$ cat src/rtl/bridge_pkg.sv
// Shared constants, types and ASCII helpers for the UART read-data bridge.
package bridge_pkg;

  localparam logic [7:0] PREFIX_CHAR = 8'h4D;
  localparam logic [7:0] CR_CHAR     = 8'h0D;
  localparam logic [7:0] LF_CHAR     = 8'h0A;
  localparam int         MSG_LEN     = 7;

  typedef enum logic {
    B_IDLE = 1'b0,
    B_SEND = 1'b1
  } bridge_state_e;

  typedef enum logic [1:0] {
    U_IDLE  = 2'd0,
    U_START = 2'd1,
    U_DATA  = 2'd2,
    U_STOP  = 2'd3
  } uart_state_e;

  // Debug view of both state machines, for binding checkers.
  typedef struct packed {
    bridge_state_e bridge_state;
    logic [2:0]    byte_idx;
    uart_state_e   uart_state;
  } dbg_t;

  function automatic logic [7:0] nibble_to_ascii(input logic [3:0] n);
    if (n <= 4'd9) return 8'h30 + {4'h0, n};
    else           return 8'h41 + ({4'h0, n} - 8'd10);
  endfunction

  // Byte idx of the message "M" hhhh CR LF for word w.
  function automatic logic [7:0] msg_byte(input logic [15:0] w, input logic [2:0] idx);
    case (idx)
      3'd0:    return PREFIX_CHAR;
      3'd1:    return nibble_to_ascii(w[15:12]);
      3'd2:    return nibble_to_ascii(w[11:8]);
      3'd3:    return nibble_to_ascii(w[7:4]);
      3'd4:    return nibble_to_ascii(w[3:0]);
      3'd5:    return CR_CHAR;
      default: return LF_CHAR;
    endcase
  endfunction

endpackage

$ cat src/rtl/uart_tx.sv
// Single-byte 8N1 serializer; a start_i seen on the final stop-bit cycle chains the next byte with no gap.
import bridge_pkg::*;

module uart_tx #(
  parameter int CLOCKS_PER_BAUD = 868
) (
  input  logic        clk,
  input  logic        rst,
  input  logic [7:0]  data_i,
  input  logic        start_i,
  output logic        done_o,
  output logic        txd,
  output uart_state_e state_o
);

  localparam int                CNT_W    = $clog2(CLOCKS_PER_BAUD);
  localparam logic [CNT_W-1:0]  CNT_LAST = CNT_W'(CLOCKS_PER_BAUD - 1);

  uart_state_e      state_q, state_d;
  logic [CNT_W-1:0] cnt_q, cnt_d;
  logic [2:0]       bit_q, bit_d;
  logic [7:0]       shift_q, shift_d;
  logic             txd_q, txd_d;
  logic             bit_end;

  always_ff @(posedge clk) begin
    if (rst) begin
      state_q <= U_IDLE;
      cnt_q   <= '0;
      bit_q   <= '0;
      shift_q <= '0;
      txd_q   <= 1'b1;
    end else begin
      state_q <= state_d;
      cnt_q   <= cnt_d;
      bit_q   <= bit_d;
      shift_q <= shift_d;
      txd_q   <= txd_d;
    end
  end

  always_comb begin
    state_d = state_q;
    cnt_d   = cnt_q;
    bit_d   = bit_q;
    shift_d = shift_q;
    done_o  = 1'b0;
    bit_end = (cnt_q == CNT_LAST);

    if (state_q != U_IDLE) cnt_d = bit_end ? '0 : cnt_q + 1'b1;

    case (state_q)
      U_IDLE: begin
        if (start_i) begin
          state_d = U_START;
          shift_d = data_i;
          cnt_d   = '0;
        end
      end
      U_START: begin
        if (bit_end) begin
          state_d = U_DATA;
          bit_d   = 3'd0;
        end
      end
      U_DATA: begin
        if (bit_end) begin
          shift_d = {1'b0, shift_q[7:1]};
          if (bit_q == 3'd7) state_d = U_STOP;
          else               bit_d   = bit_q + 3'd1;
        end
      end
      U_STOP: begin
        if (bit_end) begin
          done_o = 1'b1;
          if (start_i) begin
            state_d = U_START;
            shift_d = data_i;
          end else begin
            state_d = U_IDLE;
          end
        end
      end
      default: state_d = U_IDLE;
    endcase

    // The line level is decided from the next state so txd leaves a flop.
    case (state_d)
      U_START: txd_d = 1'b0;
      U_DATA:  txd_d = shift_d[0];
      default: txd_d = 1'b1;
    endcase
  end

  assign txd     = txd_q;
  assign state_o = state_q;

endmodule

$ cat src/rtl/bridge_tx.sv
// Reports a 16-bit read word to the host as "M" + four hex digits + CR LF over 8N1 UART.
import bridge_pkg::*;

module bridge_tx #(
  parameter int CLOCKS_PER_BAUD = 868
) (
  input  logic        clk,
  input  logic        rst,
  input  logic [15:0] data_i,
  input  logic        valid_i,
  output logic        ready_o,
  output logic        txd,
  output dbg_t        dbg_o
);

  // Handshake: a word is taken on any rising edge with valid_i && ready_o;
  // ready_o stays low for the whole 7-byte message and valid_i is ignored meanwhile.

  bridge_state_e state_q, state_d;
  logic [2:0]    idx_q, idx_d;
  logic [15:0]   word_q, word_d;
  logic          u_start;
  logic [7:0]    u_byte;
  logic          u_done;
  uart_state_e   u_state;

  always_ff @(posedge clk) begin
    if (rst) begin
      state_q <= B_IDLE;
      idx_q   <= '0;
      word_q  <= '0;
    end else begin
      state_q <= state_d;
      idx_q   <= idx_d;
      word_q  <= word_d;
    end
  end

  always_comb begin
    state_d = state_q;
    idx_d   = idx_q;
    word_d  = word_q;
    u_start = 1'b0;
    u_byte  = msg_byte(word_q, idx_q);

    case (state_q)
      B_IDLE: begin
        if (valid_i) begin
          state_d = B_SEND;
          idx_d   = 3'd0;
          word_d  = data_i;
          u_start = 1'b1;
          u_byte  = PREFIX_CHAR;
        end
      end
      B_SEND: begin
        if (u_done) begin
          if (idx_q == 3'(MSG_LEN - 1)) begin
            state_d = B_IDLE;
            idx_d   = 3'd0;
          end else begin
            idx_d   = idx_q + 3'd1;
            u_start = 1'b1;
            u_byte  = msg_byte(word_q, idx_q + 3'd1);
          end
        end
      end
      default: state_d = B_IDLE;
    endcase
  end

  uart_tx #(
    .CLOCKS_PER_BAUD(CLOCKS_PER_BAUD)
  ) u_uart_tx (
    .clk     (clk),
    .rst     (rst),
    .data_i  (u_byte),
    .start_i (u_start),
    .done_o  (u_done),
    .txd     (txd),
    .state_o (u_state)
  );

  assign ready_o = (state_q == B_IDLE);
  assign dbg_o   = '{bridge_state: state_q, byte_idx: idx_q, uart_state: u_state};

endmodule
$ cat config.mk
export PLATFORM = sky130hd
export DESIGN_NAME = bridge_tx
export DESIGN_NICKNAME = d
export VERILOG_FILES = /design/src/rtl/bridge_pkg.sv /design/src/rtl/uart_tx.sv /design/src/rtl/bridge_tx.sv
export SDC_FILE = /design/constraint.sdc
export NUM_CORES = 1
export LEC_CHECK = 0
export CORE_UTILIZATION = 63
export DETAILED_ROUTE_END_ITERATION = 10
export PLACE_DENSITY = 0.89
export RECOVER_POWER = 25
export SETUP_SLACK_MARGIN = 0.4
export SLEW_MARGIN = 10
export SYNTH_ARGS = -nofsm -noshare
export SYNTH_HDL_FRONTEND = slang
export SYNTH_SLANG_ARGS = --single-unit
$ cat constraint.sdc
create_clock -name clk -period 7.44 [get_ports clk]
set_clock_uncertainty 0.15 [all_clocks]
set_input_delay 1.488 -clock clk [delete_from_list [all_inputs] [get_ports clk]]
set_output_delay 1.488 -clock clk [all_outputs]
set_load 0.005 [all_outputs]
==> impl_summary.log, run 1 <==
[metrics] Hold Path End: u_uart_tx.shift_q[7]
[metrics] number of antenna violations at the first check in global routing: 0
[metrics] VDD IR max: between 0.1 and 0.15 mV
[metrics] Setup crit end kind: flip-flop
[metrics] Yosys warnings: 0
[metrics] clock-pin transition on the worst setup and hold timing paths: around 80 ps
[metrics] clock tree sinks: 44
[metrics] portion of synthesized cell area occupied by the leading cell type: 28.8%
[metrics] footprint of the multi-input gates: a little under 2000 um2
[metrics] Pleak: between 0.001 and 0.0015 uW
[metrics] Top FF cell, synth: dfxtp_1
[metrics] sum of net half-perimeters after detailed placement: around 4.8 mm
[metrics] clock tree root buffer cell: clkbuf_8
[metrics] commonest cells in the synthesized netlist: nand2_1 (55), dfxtp_1 (44), nor2_1 (43)
[metrics] ys async rst share: 0%
[metrics] pin count of the biggest net entering global routing: 37
[metrics] filler instances: 372
[metrics] Gate Count Post-Synth: 400
[metrics] Die ar.: between 5000 and 6000 um2
[metrics] relative max-transition margin: -4.55%
[metrics] Initial Utilization: 67.9%
[metrics] RSZ-0062 raised after global routing: false
[metrics] portion of the post-synthesis area used by sequential elements: just under 30%
[metrics] vias in the first global route: approximately 2600
[metrics] grt ovf: 0
[metrics] critical path launch point type: primary input
[metrics] standard-cell rows: 24
[metrics] Period Utilization, post-route: between 40% and 50%
[metrics] CP Data Required Time: 7480 ps
[metrics] net count of the mapped netlist: 440
[metrics] top cells by area, synth: dfxtp_1 (29%), ha_1 (8.6%), a21oi_1 (6.9%)
[metrics] Syn Area/Cell: around 7.6 um2
[metrics] number of DRC markers in iteration 0: 192
[metrics] cell accounting for the most synthesized area: dfxtp_1
[metrics] cell area after synthesis: roughly 3000 um2
[metrics] #FFs+latches synth: 44
[metrics] data arrival at the endpoint of the critical path: between 3000 and 4000 ps
[metrics] per-cell routed wire length: 14.8 um
[metrics] number of nets with antenna violations after detailed routing: 0
[metrics] number of diodes added for antenna fixing: 0
[metrics] time the final worst path needs with I/O delays and setup: about 3500 ps
[metrics] failing checks: capacitance limit, slew limit
[metrics] floorplan die height: approximately 70 um
[metrics] final sum of negative setup slack: 0 ps
[metrics] delay of the slowest cell on the worst path: about 1100 ps
[metrics] number of cells in the design after placement: approximately 460
[metrics] reg-to-reg critical path startpoint: u_uart_tx.cnt_q[0]
[metrics] cell count of the worst reg-to-reg path: 7
[metrics] R2R setup slack: 4580 ps
[metrics] chain of cells forming the critical path: dlygate4sd3_1, clkbuf_1, a211o_2, nor2_1
[metrics] ports placed on the boundary: 27
[metrics] layout cell share with drive strength beyond 1: around 4.4%
[metrics] most frequent cell after synthesis: nand2_1
[metrics] Post-CTS Repair Setup Buffers: 0
[metrics] MaxCap Viol Count: 1
[metrics] DRC violation count after routing: 0
[metrics] outcome: finished with violations
[metrics] Routed Wire Length: between 6 and 7 mm
[metrics] combined global-route utilization of all metal layers: between 20% and 30%
[metrics] Setup violations, final: 0
[metrics] count of unique library cells instantiated by Yosys: 65
[metrics] TritonCTS clock tree: done
[metrics] H-Tree Depth: 2
[metrics] number of vias in the routed layout: ~2800
[metrics] Critical Path Fanout Max: 36
[metrics] Area Growth Syn to Fin: 8.92%
[metrics] hold buffers post-CTS: 0
[metrics] Final Slew Violations: 37
[metrics] worst min-delay path category: reg2reg
[metrics] highest achievable clock rate: ~280 MHz
[metrics] PostCTS Resize Cnt: 0
[metrics] TritonCTS Buffers: 5
[metrics] Hold Path Stages: 2
[metrics] routability congestion estimate from global placement: just over 0.9
[metrics] capture point of the worst reg-to-reg path: u_uart_tx.shift_q[6]
[metrics] core area: between 4000 and 5000 um2
[metrics] number of nets in the layout: 452
[metrics] number of optimization iterations in the first detailed-route pass: 5
[metrics] Max Root-Sink Buffers: 2
[metrics] power density over the cells: 150 nW/um2
[metrics] category of the most critical setup path: in2reg
[metrics] global-route wire length before repair: approximately 11 mm
[metrics] PortBufs: 26
[metrics] clock latency of the later-clocked register in the worst-skew pair: roughly 300 ps
[metrics] measured slew at the worst slew-check pin: ~1600 ps
[metrics] number of endpoints with negative hold slack in the final report: 0
[metrics] combined flip-flop and latch cell area: slightly below 900 um2
[metrics] die span in x: around 72 um
[metrics] final standard cell count with taps included and fillers excluded: 464
[metrics] number of synthesized flops with an enable pin: 0
[metrics] average vias per placed instance: just over 6
[metrics] HP Start: u_uart_tx.shift_q[7]
[metrics] critical path's slowest cell: clkbuf_1
-- how the worst max path moves through the flow --
stage | endpoint | depth (start not counted) | start
final | u_uart_tx.cnt_q[2] | 4 | rst
after global routing | u_uart_tx.cnt_q[2] | 4 | rst
after CTS | dbg_o[2] | 1 | idx_q[0]
after detailed placement | u_uart_tx.shift_q[5] | 5 | valid_i
after global placement | u_uart_tx.shift_q[5] | 5 | valid_i
after floorplan | u_uart_tx.shift_q[2] | 5 | valid_i
-- kinds of logic after synthesis --
kind of cell / synth area share, %
XOR/XNOR: 6.02
adder cells (fa/ha/maj): 8.60
flip-flops: 28.8
AO/OA/AOI/OAI: 24.8
AND/OR/NAND/NOR: 23.9
buffers and inverters: 7.57
multiplexers: 0.327
-- critical path: cells and delay by family --
family                 cells  cell delay, ps
buffers and inverters      2            1650
AO/OA/AOI/OAI              1             350
AND/OR/NAND/NOR            1              80
-- where the power goes --
group	switching, uW	internal, uW
combinational	50.5	43.7
sequential	13.4	245
clock	84.7	63.7
-- layout make-up --
cell class	count	share of cell area (%)
clock buffer	5	2.07
timing repair buffer	28	8.15
sequential	44	26.5
clock inverter	2	0.376
multi-input combinational	310	58.4
inverter	23	2.59
tap	52	1.95
-- routing by layer --
| metal | share of wire [%] | vias up | routed length (um) | track usage [%] |
|---|---|---|---|---|
| met5 | 0 | - | 0 | 0 |
| met2 | 47 | 96 | 3200 | 45.3 |
| met1 | 47 | 1299 | 3240 | 37.0 |
| met3 | 5.0 | 12 | 341 | 4.92 |
| li1 | - | 1438 | - | - |
| met4 | 1.3 | 0 | 88 | 10.5 |
-- registers in the layout, summed over array words and instances (netlist names) --
register           count
word_q                16
u_uart_tx.cnt_q       10
u_uart_tx.shift_q      8
idx_q                  3
u_uart_tx.bit_q        3
u_uart_tx.state_o      2
state_q                1
u_uart_tx.txd          1
-- layout by cell type (no fill, tap or decap), types with 3 or more instances in the layout --
cell	n
nor3b_1	3
nand3_1	7
nor2_1	43
inv_1	23
o21bai_1	3
o211ai_1	5
a22oi_1	3
dfxtp_1	44
and3_1	3
o21ai_0	16
ha_1	21
clkbuf_8	5
xnor2_1	14
clkdlybuf4s50_1	25
xor2_1	7
a21boi_0	4
a21oi_1	42
nor3_1	7
nand3b_1	5
a31oi_1	3
nand4_1	4
o22ai_1	4
nor2b_1	6
a311oi_1	6
nand2_1	55
nand2b_1	4
a211oi_1	4
-- metrics by stage --
step	worst slack (ps)	utilization (%)	cell area, um2	total power (uW)	hold WS [ps]
after floorplan	4800	-	3060	329	269
after global placement	3990	72.2	3250	352	278
after detailed placement	3920	72.2	3250	355	284
after CTS	4160	74.0	3330	500	296
after global routing	3730	73.9	3330	524	327
final	3900	73.9	3330	501	294
Power figures use the tool's default switching activity.
==> run 2: changes to the inputs <==
--- a/config.mk
+++ b/config.mk
@@ -5,9 +5,9 @@
 export SDC_FILE = /design/constraint.sdc
 export NUM_CORES = 1
 export LEC_CHECK = 0
-export CORE_UTILIZATION = 63
+export CORE_UTILIZATION = 53
 export DETAILED_ROUTE_END_ITERATION = 10
-export PLACE_DENSITY = 0.89
+export PLACE_DENSITY = 0.8
 export RECOVER_POWER = 25
 export SETUP_SLACK_MARGIN = 0.4
 export SLEW_MARGIN = 10
==> constraint.sdc (replaced) <==
create_clock -name clk -period 3.1 [get_ports clk]
set_clock_uncertainty 0.15 [all_clocks]
set_input_delay 0.62 -clock clk [delete_from_list [all_inputs] [get_ports clk]]
set_output_delay 0.62 -clock clk [all_outputs]
set_load 0.005 [all_outputs]
==> run 2 against run 1 <==
Effect of this change: the run now ends clean; worst setup slack lost 3300 ps; critical path depth grew 4; hold slack gained 23 ps; flip-flop and latch count is the same; first-iteration DRC count shrank 11%; die area grew 18%; clock-buffer cell count is the same; sequential share of layout area shrank 0.65 points; utilization shrank 12 points; non-clock buffer count grew 5; register-to-register slack lost 4000 ps; combinational power grew 150%.
==> impl_summary.log, run 2 (synthesis results as in run 1) <==
[metrics] hold buffers post-CTS: 0
[metrics] Internal: approximately 940 uW
[metrics] outcome: finished clean
[metrics] switching share of total power: about 28%
[metrics] pin count of the biggest net entering global routing: 21
[metrics] register ranked first by flip-flop count: word_q
[metrics] ports placed on the boundary: 27
[metrics] critical path's slowest cell: dfxtp_1
[metrics] sum of net half-perimeters after detailed placement: between 5 and 6 mm
[metrics] routability congestion estimate from global placement: approximately 0.93
[metrics] number of buffers and inverters on the critical path: 1
[metrics] clock share of power: 35.1%
[metrics] data arrival at the endpoint of the critical path: roughly 2500 ps
[metrics] Area Growth Syn to Fin: 11.8%
[metrics] TritonCTS clock tree: done
[metrics] Critical Path Fanout Max: 6
[metrics] Final Slew Violations: 0
[metrics] time the final worst path needs with I/O delays and setup: about 2500 ps
[metrics] net switching power figure: 366 uW
[metrics] kind of cell adding the most delay to the critical path: compound AO/OA/AOI/OAI gates
[metrics] Largest register FFs: 16
[metrics] number of endpoints with negative hold slack in the final report: 0
[metrics] Setup Slack @ Placement: 581 ps
[metrics] layout cell share with drive strength beyond 1: approximately 5.5%
[metrics] Pleak: ~0.0012 uW
[metrics] worst min-delay path category: reg2reg
[metrics] category of the most critical setup path: reg2reg
[metrics] number of vias in the routed layout: approximately 2800
[metrics] global-route wire length before repair: about 12 mm
[metrics] PortBufs: 26
[metrics] relative contribution of combinational cells to total power: about 18%
[metrics] power density over the cells: roughly 380 nW/um2
[metrics] critical path launch point type: flip-flop
[metrics] grt ovf: 0
[metrics] combined global-route utilization of all metal layers: 23.9%
[metrics] floorplan die height: just under 80 um
[metrics] number of DRC markers in iteration 0: 171
[metrics] Routed Wire Length: 6.80 mm
[metrics] Top Registers: word_q: 16 flops, u_uart_tx.cnt_q: 10 flops, u_uart_tx.shift_q: 8 flops
[metrics] most frequent standard cell in the layout excluding fill and tap cells: nand2_1
[metrics] most used cells in the layout excluding fill and tap cells: nand2_1 (55), nor2_1 (43), dfxtp_1 (43)
[metrics] highest achievable clock rate: about 400 MHz
[metrics] CP Data Required Time: ~3200 ps
[metrics] DRC violation count after routing: 0
[metrics] MaxCap Viol Count: 0
[metrics] number of optimization iterations in the first detailed-route pass: 4
[metrics] Final Worst Setup Slack: around 610 ps
[metrics] number of diodes added for antenna fixing: 0
[metrics] Max Root-Sink Buffers: 2
[metrics] Setup violations, final: 0
[metrics] number of antenna violations at the first check in global routing: 0
[metrics] delay of the slowest cell on the worst path: approximately 430 ps
[metrics] VDD IR max: approximately 0.26 mV
[metrics] number of nets with antenna violations after detailed routing: 0
[metrics] number of nets in the layout: roughly 460
[metrics] Setup crit end kind: flip-flop
[metrics] measured slew at the worst slew-check pin: 604 ps
[metrics] average vias per placed instance: ~5.8
[metrics] clock tree root buffer cell: clkbuf_8
[metrics] standard-cell rows: 27
[metrics] final sum of negative setup slack: 0 ps
[metrics] vias in the first global route: 2680
[metrics] H-Tree Depth: 2
[metrics] relative max-transition margin: 59.7%
[metrics] clock tree sinks: 44
[metrics] RSZ-0062 raised after global routing: false
[metrics] clock-pin transition on the worst setup and hold timing paths: around 90 ps
[metrics] sequential group share of total power: between 40% and 50%
[metrics] Die ar.: a little over 6000 um2
[metrics] per-cell routed wire length: around 14 um
[metrics] die span in x: 77.9 um
[metrics] Initial Utilization: a little under three fifths
[metrics] post-layout total power: roughly 1300 uW
[metrics] clock latency of the later-clocked register in the worst-skew pair: 310 ps
[metrics] core area: around 5500 um2
[metrics] TritonCTS Buffers: 5
[metrics] Period Utilization, post-route: 80.4%
[metrics] chain of cells forming the critical path: inv_1, ha_1, o21bai_1, a21oi_1, a311o_1, a21boi_0, a221oi_1, nor4b_1
run 2: repair_timing:
| action | 4_1_cts | 5_1_grt |
|---|---|---|
| buffers inserted | 0 | 0 |
| endpoints found under the setup margin | 0 | 2 |
| gates resized for setup | 0 | 1 |
run 2: layout make-up:
| cell class | instances | area, um2 |
|---|---|---|
| inverter | 23 | 86.3 |
| sequential | 44 | 882 |
| fill | 534 | 2120 |
| timing repair buffer | 33 | 305 |
| tap | 72 | 90.1 |
| clock inverter | 3 | 47.5 |
| multi-input combinational | 310 | 1940 |
| clock buffer | 5 | 68.8 |
run 2: worst min-delay path, delay by kind of cell, from the launching register on:
kind / cells / cell delay, ps
and+or+nand+nor: 1 / 50
DFF: 1 / 310
buffers and inverters: 1 / 70
run 2: layer usage:
layer / share of wire, % / global-route usage (%)
met3: 4.8 / 6.00
met5: 0 / 0
met1: 46 / 28.8
met4: 1.8 / 8.70
met2: 47 / 40.9
run 2: power by group through the flow:
stage / registers, uW / clock network [uW] / logic, uW
after floorplan: 620 / 0 / 169
after global placement: 627 / 0 / 227
after detailed placement: 627 / 0 / 232
after CTS: 614 / 468 / 235
after global routing: 619 / 489 / 263
final: 615 / 458 / 233
run 2: path summary, 6_finish.rpt:
| path | startpoint | slack, ps | to | cells past startpoint |
|---|---|---|---|---|
| worst max-delay path | word_q[9] | 610 | u_uart_tx.shift_q[1] | 8 |
| worst min register to register | u_uart_tx.shift_q[7] | 320 | u_uart_tx.shift_q[7] | 2 |
| worst max register to register | word_q[9] | 610 | u_uart_tx.shift_q[1] | 8 |
| worst min-delay path | u_uart_tx.shift_q[7] | 320 | u_uart_tx.shift_q[7] | 2 |
run 2: metrics by stage:
step | area, um2 | hold WS [ps] | util [%] | cells
final | 3420 | 317 | 61.7 | 490
after global routing | 3420 | 356 | 61.7 | 490
after CTS | 3430 | 315 | 61.9 | 490
after detailed placement | 3310 | 298 | 59.8 | 482
after global placement | 3310 | 281 | 59.8 | 482
after floorplan | 3060 | 269 | - | 400
==> run 3: changes to the inputs <==
--- a/config.mk
+++ b/config.mk
@@ -5,9 +5,9 @@
 export SDC_FILE = /design/constraint.sdc
 export NUM_CORES = 1
 export LEC_CHECK = 0
-export CORE_UTILIZATION = 53
+export CORE_UTILIZATION = 58
 export DETAILED_ROUTE_END_ITERATION = 10
-export PLACE_DENSITY = 0.8
+export PLACE_DENSITY = 0.83
 export RECOVER_POWER = 25
 export SETUP_SLACK_MARGIN = 0.4
 export SLEW_MARGIN = 10
==> constraint.sdc (replaced) <==
create_clock -name clk -period 2.52 [get_ports clk]
set_clock_uncertainty 0.15 [all_clocks]
set_input_delay 0.504 -clock clk [delete_from_list [all_inputs] [get_ports clk]]
set_output_delay 0.504 -clock clk [all_outputs]
set_load 0.005 [all_outputs]
==> run 3 against run 2 <==
Effect of this change: non-clock buffer count is 14 higher; worst setup slack worse by 330 ps; register-to-register slack worse by 260 ps; global-route usage is 3.5 points higher; critical path type is now in2reg; die area is 8.4% lower; combinational power is 39% higher; design area is 9.1% higher; final cell count is 2.4% higher.
==> impl_summary.log, run 3 (synthesis results as in run 1) <==
[metrics] Setup violations, final: 0
[metrics] data arrival at the endpoint of the critical path: approximately 2300 ps
[metrics] final sum of negative setup slack: 0 ps
[metrics] Period Utilization, post-route: around 89%
[metrics] PortBufs: 26
[metrics] delay of the slowest cell on the worst path: around 700 ps
[metrics] layout cell share with drive strength beyond 1: ~18%
[metrics] outcome: finished clean
[metrics] TritonCTS clock tree: done
[metrics] Area Growth Syn to Fin: 22.0%
[metrics] number of vias in the routed layout: 3056
[metrics] sum of net half-perimeters after detailed placement: approximately 5.2 mm
[metrics] area post-placement: about 3400 um2
[metrics] core area: a little over 5000 um2
[metrics] highest achievable clock rate: 447 MHz
[metrics] hold buffers post-CTS: 0
[metrics] relative max-transition margin: 41.3%
[metrics] clock latency of the later-clocked register in the worst-skew pair: 310 ps
[metrics] ports placed on the boundary: 27
[metrics] number of diodes added for antenna fixing: 0
[metrics] per-cell routed wire length: roughly 16 um
[metrics] Top Registers: word_q: 16 flops, u_uart_tx.cnt_q: 10 flops, u_uart_tx.shift_q: 8 flops
[metrics] MaxCap Viol Count: 0
[metrics] most used cells in the layout excluding fill and tap cells: nand2_1 (55), nor2_1 (42), a21oi_1 (41)
[metrics] combined global-route utilization of all metal layers: a little over a quarter
[metrics] DRC violation count after routing: 0
[metrics] Routed Wire Length: 7.80 mm
[metrics] grt ovf: 0
[metrics] RSZ-0062 raised after global routing: true
[metrics] number of antenna violations at the first check in global routing: 0
[metrics] Max Root-Sink Buffers: 2
[metrics] clock tree root buffer cell: clkbuf_8
[metrics] average vias per placed instance: roughly 6.1
[metrics] global-route wire length before repair: around 12 mm
[metrics] number of optimization iterations in the first detailed-route pass: 5
[metrics] Die ar.: between 5000 and 6000 um2
[metrics] Setup crit end kind: flip-flop
[metrics] number of nets in the layout: ~470
[metrics] pin count of the biggest net entering global routing: 20
[metrics] Largest register FFs: 16
[metrics] power density over the cells: about 440 nW/um2
[metrics] chain of cells forming the critical path: clkdlybuf4s50_1, nand2_1, clkbuf_1, a21oi_1, nor3_1, nor4_1
[metrics] Final Worst Setup Slack: 282 ps
[metrics] vias in the first global route: between 2000 and 3000
[metrics] critical path launch point type: primary input
[metrics] kind of cell adding the most delay to the critical path: buffers and inverters
[metrics] Post-Route Hold Slack: approximately 300 ps
[metrics] area of all placed cells without fillers: about 3700 um2
[metrics] measured slew at the worst slew-check pin: a little under 900 ps
[metrics] Final Slew Violations: 0
[metrics] critical path's slowest cell: clkbuf_1
[metrics] CP Data Required Time: approximately 2600 ps
[metrics] clock tree sinks: 44
[metrics] number of buffers and inverters on the critical path: 2
[metrics] number of endpoints with negative hold slack in the final report: 0
[metrics] H-Tree Depth: 2
[metrics] VDD IR max: about 0.27 mV
[metrics] most frequent standard cell in the layout excluding fill and tap cells: nand2_1
[metrics] register ranked first by flip-flop count: word_q
[metrics] number of DRC markers in iteration 0: approximately 380
[metrics] TritonCTS Buffers: 5
[metrics] standard-cell rows: 26
[metrics] floorplan die height: about 75 um
[metrics] clock-pin transition on the worst setup and hold timing paths: ~100 ps
[metrics] routability congestion estimate from global placement: 0.912
[metrics] category of the most critical setup path: in2reg
[metrics] Initial Utilization: roughly three fifths
[metrics] time the final worst path needs with I/O delays and setup: between 2000 and 2500 ps
[metrics] worst min-delay path category: reg2reg
[metrics] die span in x: around 75 um
[metrics] number of nets with antenna violations after detailed routing: 0
[metrics] Critical Path Fanout Max: 18
[metrics] Setup Slack @ Placement: 189 ps
[metrics] Pleak: roughly 0.0013 uW
[run 3: cell types whose count changed in the layout (fill, tap and decap cells not counted), sizes merged]
cell           previous run  this run
clkinv                    2         0
dlygate4sd3               1         0
inv                      23        24
clkdlybuf4s50            25        26
clkinvlp                  0         1
clkbuf                    7         6
buf                       5        20
[run 3: per-stage QoR]
stage | std cells | power [uW] | util (%)
after floorplan | 400 | 971 | -
after CTS | 496 | 1630 | 70.7
after detailed placement | 482 | 1060 | 66.5
after global routing | 502 | 1720 | 73.5
final | 502 | 1650 | 73.5
after global placement | 482 | 1050 | 66.5
[run 3: layout make-up]
cell class	count	area (um2)
well taps	70	87.6
clock inverters	3	46.3
multi-input cells	310	2090
flip-flops and latches	44	913
inverters	23	86.3
repair buffers	47	438
fillers	386	1350
clock buffers	5	68.8
[run 3: path summary, 6_finish.rpt]
path / from / to / slack, ps / cells after the start
worst max-delay path: valid_i / u_uart_tx.shift_q[3] / 280 / 6
worst min-delay path: u_uart_tx.shift_q[7] / u_uart_tx.shift_q[7] / 300 / 2
worst max register to register: u_uart_tx.cnt_q[0] / u_uart_tx.shift_q[5] / 350 / 9
worst min register to register: u_uart_tx.shift_q[7] / u_uart_tx.shift_q[7] / 300 / 2
[run 3: layer usage]
metal / GRT usage [%] / vias to the layer above / part of all wire, %
met4: 7.76 / 0 / 2.0
met1: 35.3 / 1422 / 43
met2: 45.9 / 133 / 47
met5: 0 / - / 0
met3: 6.10 / 17 / 7.8
li1: - / 1484 / -
[run 3: where the power goes]
| part | leakage [uW] | switching, uW | internal, uW |
|---|---|---|---|
| clock | 0.0000548 | 274 | 299 |
| sequential | 0.000367 | 32.9 | 722 |
| combinational | 0.000900 | 174 | 150 |
| total | 0.00132 | 481 | 1170 |
[run 3: worst min-delay path, delay by kind of cell (launching register included)]
kind	cells	cell delay, ps
AND/OR/NAND/NOR	1	50
flip-flops	1	310
buffers and inverters	1	50
[run 3: repair_timing]
item                                   in CTS  in global routing
gates resized for setup                    24                 26
setup endpoints to repair                  11                 13
endpoints found under the hold margin       0                  0
pin swaps                                   8                 11
buffers inserted                            6                  6
